## config.mk

```make
export PLATFORM = sky130hd
export DESIGN_NAME = red_pitaya_iq_demodulator_block
export DESIGN_NICKNAME = d
export VERILOG_FILES = /design/src/rtl/red_pitaya_iq_pkg.sv /design/src/rtl/red_pitaya_iq_boxcar.sv /design/src/rtl/red_pitaya_iq_demodulator_block.sv
export SDC_FILE = /design/constraint.sdc
export NUM_CORES = 2
export LEC_CHECK = 0
export CAP_MARGIN = 20
export CORE_MARGIN = 2
export CORE_UTILIZATION = 50
export CTS_CLUSTER_DIAMETER = 50
export DETAILED_ROUTE_END_ITERATION = 7
export HOLD_SLACK_MARGIN = 0.05
export PLACE_DENSITY = 0.75
export SLEW_MARGIN = 20
export SYNTH_ARGS = -nofsm -noshare
export SYNTH_HDL_FRONTEND = slang
export SYNTH_SLANG_ARGS = --single-unit
export TNS_END_PERCENT = 30
```

## constraint.sdc

```tcl
create_clock -name clk_i -period 13.8 [get_ports clk_i]
set_clock_uncertainty 0.15 [all_clocks]
set_input_delay 2.76 -clock clk_i [delete_from_list [all_inputs] [get_ports clk_i]]
set_output_delay 2.76 -clock clk_i [all_outputs]
set_load 0.005 [all_outputs]
```

## src/rtl/red_pitaya_iq_pkg.sv

```systemverilog
`default_nettype none
// ============================================================================
// Module      : red_pitaya_iq_pkg
// Description : Shared widths and saturation constants for the IQ blocks.
// Revision    : 1.0 - initial release
// ============================================================================
package red_pitaya_iq_pkg;

    localparam int NLOG2_W = 5;

    function automatic int pbits(input int inbits, input int sinbits);
        return inbits + sinbits;
    endfunction

    function automatic int accbits(input int pbits_w, input int nlog2max);
        return pbits_w + nlog2max;
    endfunction

    function automatic longint sat_maxpos(input int outbits);
        return (longint'(1) <<< (outbits - 1)) - 1;
    endfunction

    function automatic longint sat_maxneg(input int outbits);
        return -(longint'(1) <<< (outbits - 1));
    endfunction

endpackage
`default_nettype wire

```

## src/rtl/red_pitaya_iq_boxcar.sv

```systemverilog
`default_nettype none
// ============================================================================
// Module      : red_pitaya_iq_boxcar
// Description : One quadrature: accumulate, shift, slice and saturate.
// Revision    : 1.0 - initial release
// ============================================================================
module red_pitaya_iq_boxcar
    import red_pitaya_iq_pkg::*;
#(
    parameter int PBITS   = 28,
    parameter int ACCBITS = 44,
    parameter int OUTBITS = 18
) (
    input  logic                       clk,
    input  logic                       i_rstn,
    input  logic                       i_en,
    input  logic                       i_start,
    input  logic                       i_last,
    input  logic [NLOG2_W-1:0]         i_n,
    input  logic signed [PBITS-1:0]    i_p,
    output logic signed [OUTBITS-1:0]  o_data,
    output logic                       o_ovf
);

    localparam logic signed [OUTBITS-1:0] c_MAXPOS = OUTBITS'(sat_maxpos(OUTBITS));
    localparam logic signed [OUTBITS-1:0] c_MAXNEG = OUTBITS'(sat_maxneg(OUTBITS));

    logic signed [ACCBITS-1:0] r_acc;
    logic signed [OUTBITS-1:0] r_data;
    logic                      r_ovf;

    logic signed [ACCBITS-1:0] w_p_ext;
    logic signed [ACCBITS-1:0] w_sum;
    logic signed [ACCBITS-1:0] w_avg;
    logic        [OUTBITS-1:0] w_slice;
    logic                      w_ovf;
    logic signed [OUTBITS-1:0] w_data;
    logic                      w_unused_hi;

    assign w_p_ext = {{(ACCBITS-PBITS){i_p[PBITS-1]}}, i_p};
    assign w_sum   = i_start ? w_p_ext : (r_acc + w_p_ext);
    assign w_avg   = w_sum >>> i_n;

    // The window average always fits in PBITS; only those bits carry data.
    assign w_unused_hi = ^w_avg[ACCBITS-1:PBITS];

    generate
        if (OUTBITS == PBITS - 1) begin : g_slice_exact
            assign w_slice = w_avg[PBITS-2:0];
        end else if (OUTBITS < PBITS - 1) begin : g_slice_trunc
            logic w_unused_lo;
            assign w_slice     = w_avg[PBITS-2 -: OUTBITS];
            assign w_unused_lo = ^w_avg[PBITS-OUTBITS-2:0];
        end else begin : g_slice_pad
            assign w_slice = {w_avg[PBITS-2:0], {(OUTBITS-PBITS+1){1'b0}}};
        end
    endgenerate

    assign w_ovf  = w_avg[PBITS-1] ^ w_avg[PBITS-2];
    assign w_data = !w_ovf ? $signed(w_slice)
                  : (w_avg[PBITS-1] ? c_MAXNEG : c_MAXPOS);

    always_ff @(posedge clk or negedge i_rstn) begin
        if (!i_rstn) begin
            r_acc  <= '0;
            r_data <= '0;
            r_ovf  <= 1'b0;
        end else if (!i_en) begin
            r_acc <= '0;
        end else if (i_last) begin
            r_acc  <= '0;
            r_data <= w_data;
            r_ovf  <= w_ovf;
        end else begin
            r_acc <= w_sum;
        end
    end

    assign o_data = r_data;
    assign o_ovf  = r_ovf;

endmodule
`default_nettype wire

```

## src/rtl/red_pitaya_iq_demodulator_block.sv

```systemverilog
`default_nettype none
// ============================================================================
// Module      : red_pitaya_iq_demodulator_block
// Description : IQ mixer plus 2^N boxcar average with saturated I/Q output.
// Revision    : 1.0 - initial release
// ============================================================================
module red_pitaya_iq_demodulator_block
    import red_pitaya_iq_pkg::*;
#(
    parameter int INBITS   = 14,
    parameter int SINBITS  = 14,
    parameter int OUTBITS  = 18,
    parameter int NLOG2MAX = 16
) (
    input  logic                       clk_i,
    input  logic                       rstn_i,
    input  logic signed [INBITS-1:0]   signal_i,
    input  logic signed [SINBITS-1:0]  sin,
    input  logic signed [SINBITS-1:0]  cos,
    input  logic                       enable_i,
    input  logic [NLOG2_W-1:0]         nlog2_i,
    output logic signed [OUTBITS-1:0]  signal1_o,
    output logic signed [OUTBITS-1:0]  signal2_o,
    output logic                       valid_o,
    output logic                       overflow_o
);

    localparam int c_PBITS   = pbits(INBITS, SINBITS);
    localparam int c_ACCBITS = accbits(c_PBITS, NLOG2MAX);
    localparam logic [NLOG2_W-1:0] c_NMAX = NLOG2_W'(NLOG2MAX);

    logic signed [c_PBITS-1:0] r_p1;
    logic signed [c_PBITS-1:0] r_p2;
    logic                      r_v1;
    logic [NLOG2MAX-1:0]       r_cnt;
    logic [NLOG2_W-1:0]        r_n;
    logic                      r_valid;

    logic signed [c_PBITS-1:0] w_sig_ext;
    logic signed [c_PBITS-1:0] w_sin_ext;
    logic signed [c_PBITS-1:0] w_cos_ext;
    logic [NLOG2_W-1:0]        w_n_clamp;
    logic [NLOG2_W-1:0]        w_n_eff;
    logic                      w_start;
    logic [NLOG2MAX:0]         w_cnt_inc;
    logic [NLOG2MAX:0]         w_span;
    logic                      w_win_end;
    logic                      w_ovf1;
    logic                      w_ovf2;

    assign w_sig_ext = {{SINBITS{signal_i[INBITS-1]}}, signal_i};
    assign w_sin_ext = {{INBITS{sin[SINBITS-1]}}, sin};
    assign w_cos_ext = {{INBITS{cos[SINBITS-1]}}, cos};

    always_ff @(posedge clk_i or negedge rstn_i) begin
        if (!rstn_i) begin
            r_p1 <= '0;
            r_p2 <= '0;
            r_v1 <= 1'b0;
        end else begin
            r_p1 <= w_sig_ext * w_sin_ext;
            r_p2 <= w_sig_ext * w_cos_ext;
            r_v1 <= enable_i;
        end
    end

    // At a window start the freshly clamped exponent already governs that window.
    assign w_n_clamp = (nlog2_i > c_NMAX) ? c_NMAX : nlog2_i;
    assign w_start   = (r_cnt == '0);
    assign w_n_eff   = w_start ? w_n_clamp : r_n;
    assign w_cnt_inc = {1'b0, r_cnt} + (NLOG2MAX+1)'(1);
    assign w_span    = (NLOG2MAX+1)'(1) << w_n_eff;
    assign w_win_end = r_v1 && (w_cnt_inc == w_span);

    always_ff @(posedge clk_i or negedge rstn_i) begin
        if (!rstn_i) begin
            r_cnt   <= '0;
            r_n     <= '0;
            r_valid <= 1'b0;
        end else begin
            r_valid <= w_win_end;
            if (!r_v1 || w_win_end) begin
                r_cnt <= '0;
            end else begin
                r_cnt <= r_cnt + 1'b1;
            end
            if (r_v1 && w_start) begin
                r_n <= w_n_clamp;
            end
        end
    end

    red_pitaya_iq_boxcar #(
        .PBITS   (c_PBITS),
        .ACCBITS (c_ACCBITS),
        .OUTBITS (OUTBITS)
    ) u_box_i (
        .clk     (clk_i),
        .i_rstn  (rstn_i),
        .i_en    (r_v1),
        .i_start (w_start),
        .i_last  (w_win_end),
        .i_n     (w_n_eff),
        .i_p     (r_p1),
        .o_data  (signal1_o),
        .o_ovf   (w_ovf1)
    );

    red_pitaya_iq_boxcar #(
        .PBITS   (c_PBITS),
        .ACCBITS (c_ACCBITS),
        .OUTBITS (OUTBITS)
    ) u_box_q (
        .clk     (clk_i),
        .i_rstn  (rstn_i),
        .i_en    (r_v1),
        .i_start (w_start),
        .i_last  (w_win_end),
        .i_n     (w_n_eff),
        .i_p     (r_p2),
        .o_data  (signal2_o),
        .o_ovf   (w_ovf2)
    );

    assign valid_o    = r_valid;
    assign overflow_o = w_ovf1 | w_ovf2;

endmodule
`default_nettype wire

```

Yosys cells after proc, flatten, opt, wreduce, memory -nomap -nowiden
Cells that the tools add are included.

cells by class
  reduce and logical (&&, ||, !) cells = 6
  multipliers = 2
  shifts and indexed selects = 3
  bitwise logic cells = 3
  multiplexer cells = 13
  add/subtract/negate cells = 4
  order comparisons = 1
  equal/unequal tests = 1

operator list
  operator                 number
  $mux W44                 6
  $add A44 B28 Y44         2
  $sshr A44 B5 Y28         2
  $mux W18                 4
  $mul A14 B14 Y28         2
  $add A16 B1 Y17 const B  1
  $eq A17 B17 Y1           1
  $shl A1 B5 Y17 const A   1
  $add A16 B1 Y16 const B  1
  $logic_not A16 Y1        1
  $mux W16                 1
  $mux W5                  2
  $gt A5 B5 Y1 const B     1
  $logic_and A1 B1 Y1      2
  $reduce_and A2 Y1        1
  $xor A1 B1 Y1            2
  $logic_not A1 Y1         1
  $logic_or A1 B1 Y1       1
  $or A1 B1 Y1             1

storage, ports and cells
  output and inout port bits = 38
  register bits = 205
  logic and storage cells = 45
  input bits = 50

Depth between registers and ports, before layout
  depth in word-level cells = 8
  gate-level depth with buffers = 28
  mapped depth without buffers = 26

Cells and area by module
From an unflattened synthesis, not the netlist that was laid out.

second synthesis, totals
  cells, all modules = 4,235
  area, all modules = 35,161.2 um^2

modules (own cells, without submodules)
  module                           seq. area each (um^2)  instances  cells each  area an instance (um^2)
  red_pitaya_iq_demodulator_block  1,976.9                1          1,987       18,570.3
  red_pitaya_iq_boxcar             1,576.5                2          1,124       8,295.5

Worst setup path after synthesis
No wires, ideal clock.

  path kind = input port to flip-flop
  start = input port signal_i[9]
  end = register r_p2[26]
  setup time = 0.080 ns
  slack = 4.657 ns
  arrival = 8.913 ns
  cell stages on the path = 24
  cell sequence = clkbuf_1 clkbuf_1 nand2_1 fa_1 fa_1 fa_1 inv_1 fa_1 inv_1 fa_1 fa_1 inv_1 ha_1 nand3_1 nand2_1 a41o_1 o41ai_1 o2111ai_1 nand2_1 o21ai_0 or4_1 a31o_2 a21oi_1 xnor2_1

between the ends
  cells in the longest elaborated chain, start to end = 1

ends and longest elaborated chain
  what                  line                                   RTL
  from (decl)           red_pitaya_iq_demodulator_block.sv:17  input logic signed [INBITS-1:0] signal_i,
  $mul A14 B14 Y28      red_pitaya_iq_demodulator_block.sv:62  r_p2 <= w_sig_ext * w_cos_ext;
  to (signal assigned)  red_pitaya_iq_demodulator_block.sv:62
  to (decl)             red_pitaya_iq_demodulator_block.sv:33  logic signed [c_PBITS-1:0] r_p2;

Every way passes these cells.
A chain may end at the register's enable or synchronous reset.

Final worst setup path
  start = input port signal_i[2]
  end = register r_p2[26]

Same word-level chain as after synthesis.

==> summary.txt <==
Run status
  • Status: finished clean

Clock tree
  • H-Tree Depth: 1
  • Longest Clk Path Bufs: 3
  • Clock tree sinks: 205
  • TritonCTS buffer count: 30
  • PostCTS Resize Cnt: 0
  • CTS Hold Bufs: 0
  • CTS Root Cell: clkbuf_16
  • Postcts setup bufs: 0
  • CTS tree: yes
  • Clock-pin slew on the worst setup and hold paths: 60 ps
  • Clock Latency Late Sink: 600 ps

Run
  • Max Cap Viol: 0

STA
  • Final min period: 9550 ps
  • Setup violators final: 0
  • Fin. Hold Viols: 0
  • Slew Limit Fails: 0
  • Ratio of final minimum period to clock period: 69.2%
  • Fmax: 0.105 GHz
  • Slew headroom: 26.1%
  • Slew at the pin closest to its max-slew limit: 1100 ps
  • Post-Route Setup TNS: 0 ps
  • RSZ-0062 raised after global routing: no

Routing
  • DRC: 0
  • Detail Route Antenna Nets: 0
  • DR vias: 30357
  • Drt wl/cell: 20.1 um
  • DR vias/cell: 6.19
  • Final wirelength: 98.6 mm
  • DR pass1 iterations: 6
  • Initial DRC count: 3174

GRT
  • First-pass GRT wire length: 161 mm
  • Vias in the first global route: 29964
  • Initial antenna violation count: 0
  • Largest net degree at the start of global routing: 80
  • GRT overflow: 0
  • GRT Total Usage: 28.3%

Synthesis
  • Synth Register Bits: 205
  • Top_reg_cell synth: dfrtp_1
  • Avg Cell Area, Syn: 8.29 um2
  • Sequential cell area fraction in the yosys report: 15.1%
  • Synth Warn #: 0
  • Ys async rst share: 100%
  • Count of cell types in the netlist: 98
  • Cell taking the most area after synthesis: fa_1
  • Cell with the most instances after synthesis: nand2_1
  • Synth top area share: 23.1%
  • Top cells by count, synth: nand2_1 (493), inv_1 (429), fa_1 (392)
  • Synthesized instance count: 4103
  • Ranking of synthesized cells by area: fa_1 (23%), dfrtp_1 (15%), ha_1 (8.2%), nand2_1 (5.4%), inv_1 (4.7%)
  • Syn Nets: 4767
  • Mapped cell area: 34000 um2
  • Post-synth EDFFs: 0

Final layout
  • # fillers: 6218
  • Nets: 4671
  • Area of the multi-input gates: 26300 um2
  • Area Overhead vs Synth: 6.79%
  • FF+latch area: 5130 um2
  • Final Core Density: 54.0%
  • Share of cells above drive strength 1: 4.54%
  • Antenna diodes: 0

Worst setup path
  • RR Endpoint: u_box_i.o_data[15]$_DFFE_PN0P_
  • Reg2reg start: r_cnt[0]$_DFF_PN0_
  • Critical path class: in -> reg
  • CP Max Fanout: 28
  • CP Capture Type: flop
  • Reg2Reg Depth: 18
  • Critical Path AT: 9920 ps
  • Worst Path Required: 14170 ps
  • Startpoint Class: primary input
  • Reg-to-reg slack, setup: 7240 ps

Hold path
  • Hold wc startpoint: u_box_i.o_ovf$_DFFE_PN0P_
  • Hold Path Stages: 2
  • Worst hold endpoint: u_box_i.o_ovf$_DFFE_PN0P_
  • Hold Path Class: reg -> reg

Floorplanning
  • Die area: 70200 um2
  • I/O pin total: 88
  • Die width: 265 um
  • Core ar.: 67300 um2
  • Die Height: 265 um
  • Number of cell rows: 95
  • Initial core utilization: 50.6%

Placed design
  • HPWL Detailed: 74.6 mm
  • Buffers on Ports: 87
  • Final Wtd Congestion: 1.01
## metrics by stage
step	hold slack (ps)	std cells	setup slack, ps	instance area, um2
2_1_floorplan	292	4103	4660	34000
3_3_place_gp	306	4848	3870	35300
3_5_place_dp	319	4848	3710	35300
4_1_cts	333	4903	4310	36300
5_1_grt	374	4903	3800	36300
6_report	333	4903	4250	36300
## sequential cells by signal, summed over array words and instances, names as in the netlist
name	flops
u_box_i.o_data	18
u_box_i.r_acc	44
u_box_q.o_ovf	1
r_p1	28
valid_o	1
u_box_q.r_acc	44
r_v1	1
r_n	5
u_box_i.o_ovf	1
u_box_q.o_data	18
r_cnt	16
r_p2	28
## worst max path at each step
| stage | startpoint | endpoint | slack (ps) | cells past startpoint |
|---|---|---|---|---|
| after floorplan | signal_i[9] | r_p2[26]$_DFF_PN0_ | 4660 | 24 |
| after global placement | signal_i[2] | r_p2[26]$_DFF_PN0_ | 3870 | 25 |
| after detailed placement | signal_i[2] | r_p2[26]$_DFF_PN0_ | 3710 | 25 |
| after CTS | signal_i[2] | r_p2[26]$_DFF_PN0_ | 4310 | 25 |
| after global routing | signal_i[2] | r_p2[26]$_DFF_PN0_ | 3800 | 25 |
| final | signal_i[2] | r_p2[26]$_DFF_PN0_ | 4250 | 25 |
## worst max-delay path, cell delays in order
cell and delay (ps):
clkdlybuf4s50_1 1200, nand2_1 170, fa_1 560, inv_1 50
fa_1 430, ha_1 280, ha_1 300, ha_1 290
inv_1 50, fa_1 470, inv_1 40, ha_1 310
a21oi_1 220, o21bai_1 90, a21oi_1 250, o21bai_1 120
a41o_1 260, o41ai_1 630, o2111ai_1 250, nand2_1 100
o21ai_0 100, or4_1 430, a31o_2 250, a21oi_1 170
xnor2_1 130
## final cells by class
| class | count | share of cell area [%] |
|---|---|---|
| Multi-Input combinational cell | 3215 | 72.3 |
| Sequential cell | 205 | 14.1 |
| Inverter | 430 | 4.44 |
| Timing Repair Buffer | 125 | 3.19 |
| Tap cell | 873 | 3.01 |
| Clock buffer | 31 | 2.13 |
| Clock inverter | 24 | 0.764 |
## logic make-up (layout without fill, tap and decap cells)
logic type | count (synthesis) | in the layout | share of synthesized area (%)
AND/OR/NAND/NOR | 1409 | 1409 | 19.8
buffers and inverters | 683 | 610 | 7.85
XOR/XNOR | 130 | 130 | 3.35
flip-flops | 205 | 205 | 15.1
AO/OA/AOI/OAI | 966 | 966 | 19.7
adder cells (fa/ha/maj) | 630 | 630 | 31.7
multiplexers | 80 | 80 | 2.49
## metal layers
layer	part of all wire [%]	up-vias	GRT usage [%]
li1	-	13903	-
met1	43	14840	39.1
met2	45	1347	45.6
met3	7.3	267	3.30
met4	4.3	0	11.0
met5	0	-	0
## placed cells by master (no fill, tap or decap), types with 15 or more instances in the layout
master	synthesis	routed
a21oi_1	231	231
a221o_1	15	15
o211ai_1	48	48
o21ai_0	127	127
o21bai_1	29	29
a211o_1	26	26
buf_4	4	38
xor2_1	30	30
and2_1	192	192
fa_1	392	392
a31oi_1	40	40
and3_1	43	43
o221ai_1	15	15
clkdlybuf4s50_1	0	86
nor3_1	92	92
o31ai_1	20	20
a211oi_1	63	63
xnor2_1	100	100
mux2i_1	58	55
mux2_2	19	19
nand4_1	41	41
dfrtp_1	205	204
nor2_1	276	276
nand3_1	104	104
ha_1	222	222
nor4_1	19	19
clkbuf_16	0	31
o21a_1	48	47
a21o_1	62	62
a22oi_1	18	18
o21ai_1	26	26
nor2b_1	23	23
inv_1	429	429
nand2_1	493	492
nand2b_1	40	39
or3_1	34	34
o22ai_1	15	15
Power is not shown: default switching activity piles up to over one toggle a cycle in this logic, so the estimate is an artifact.
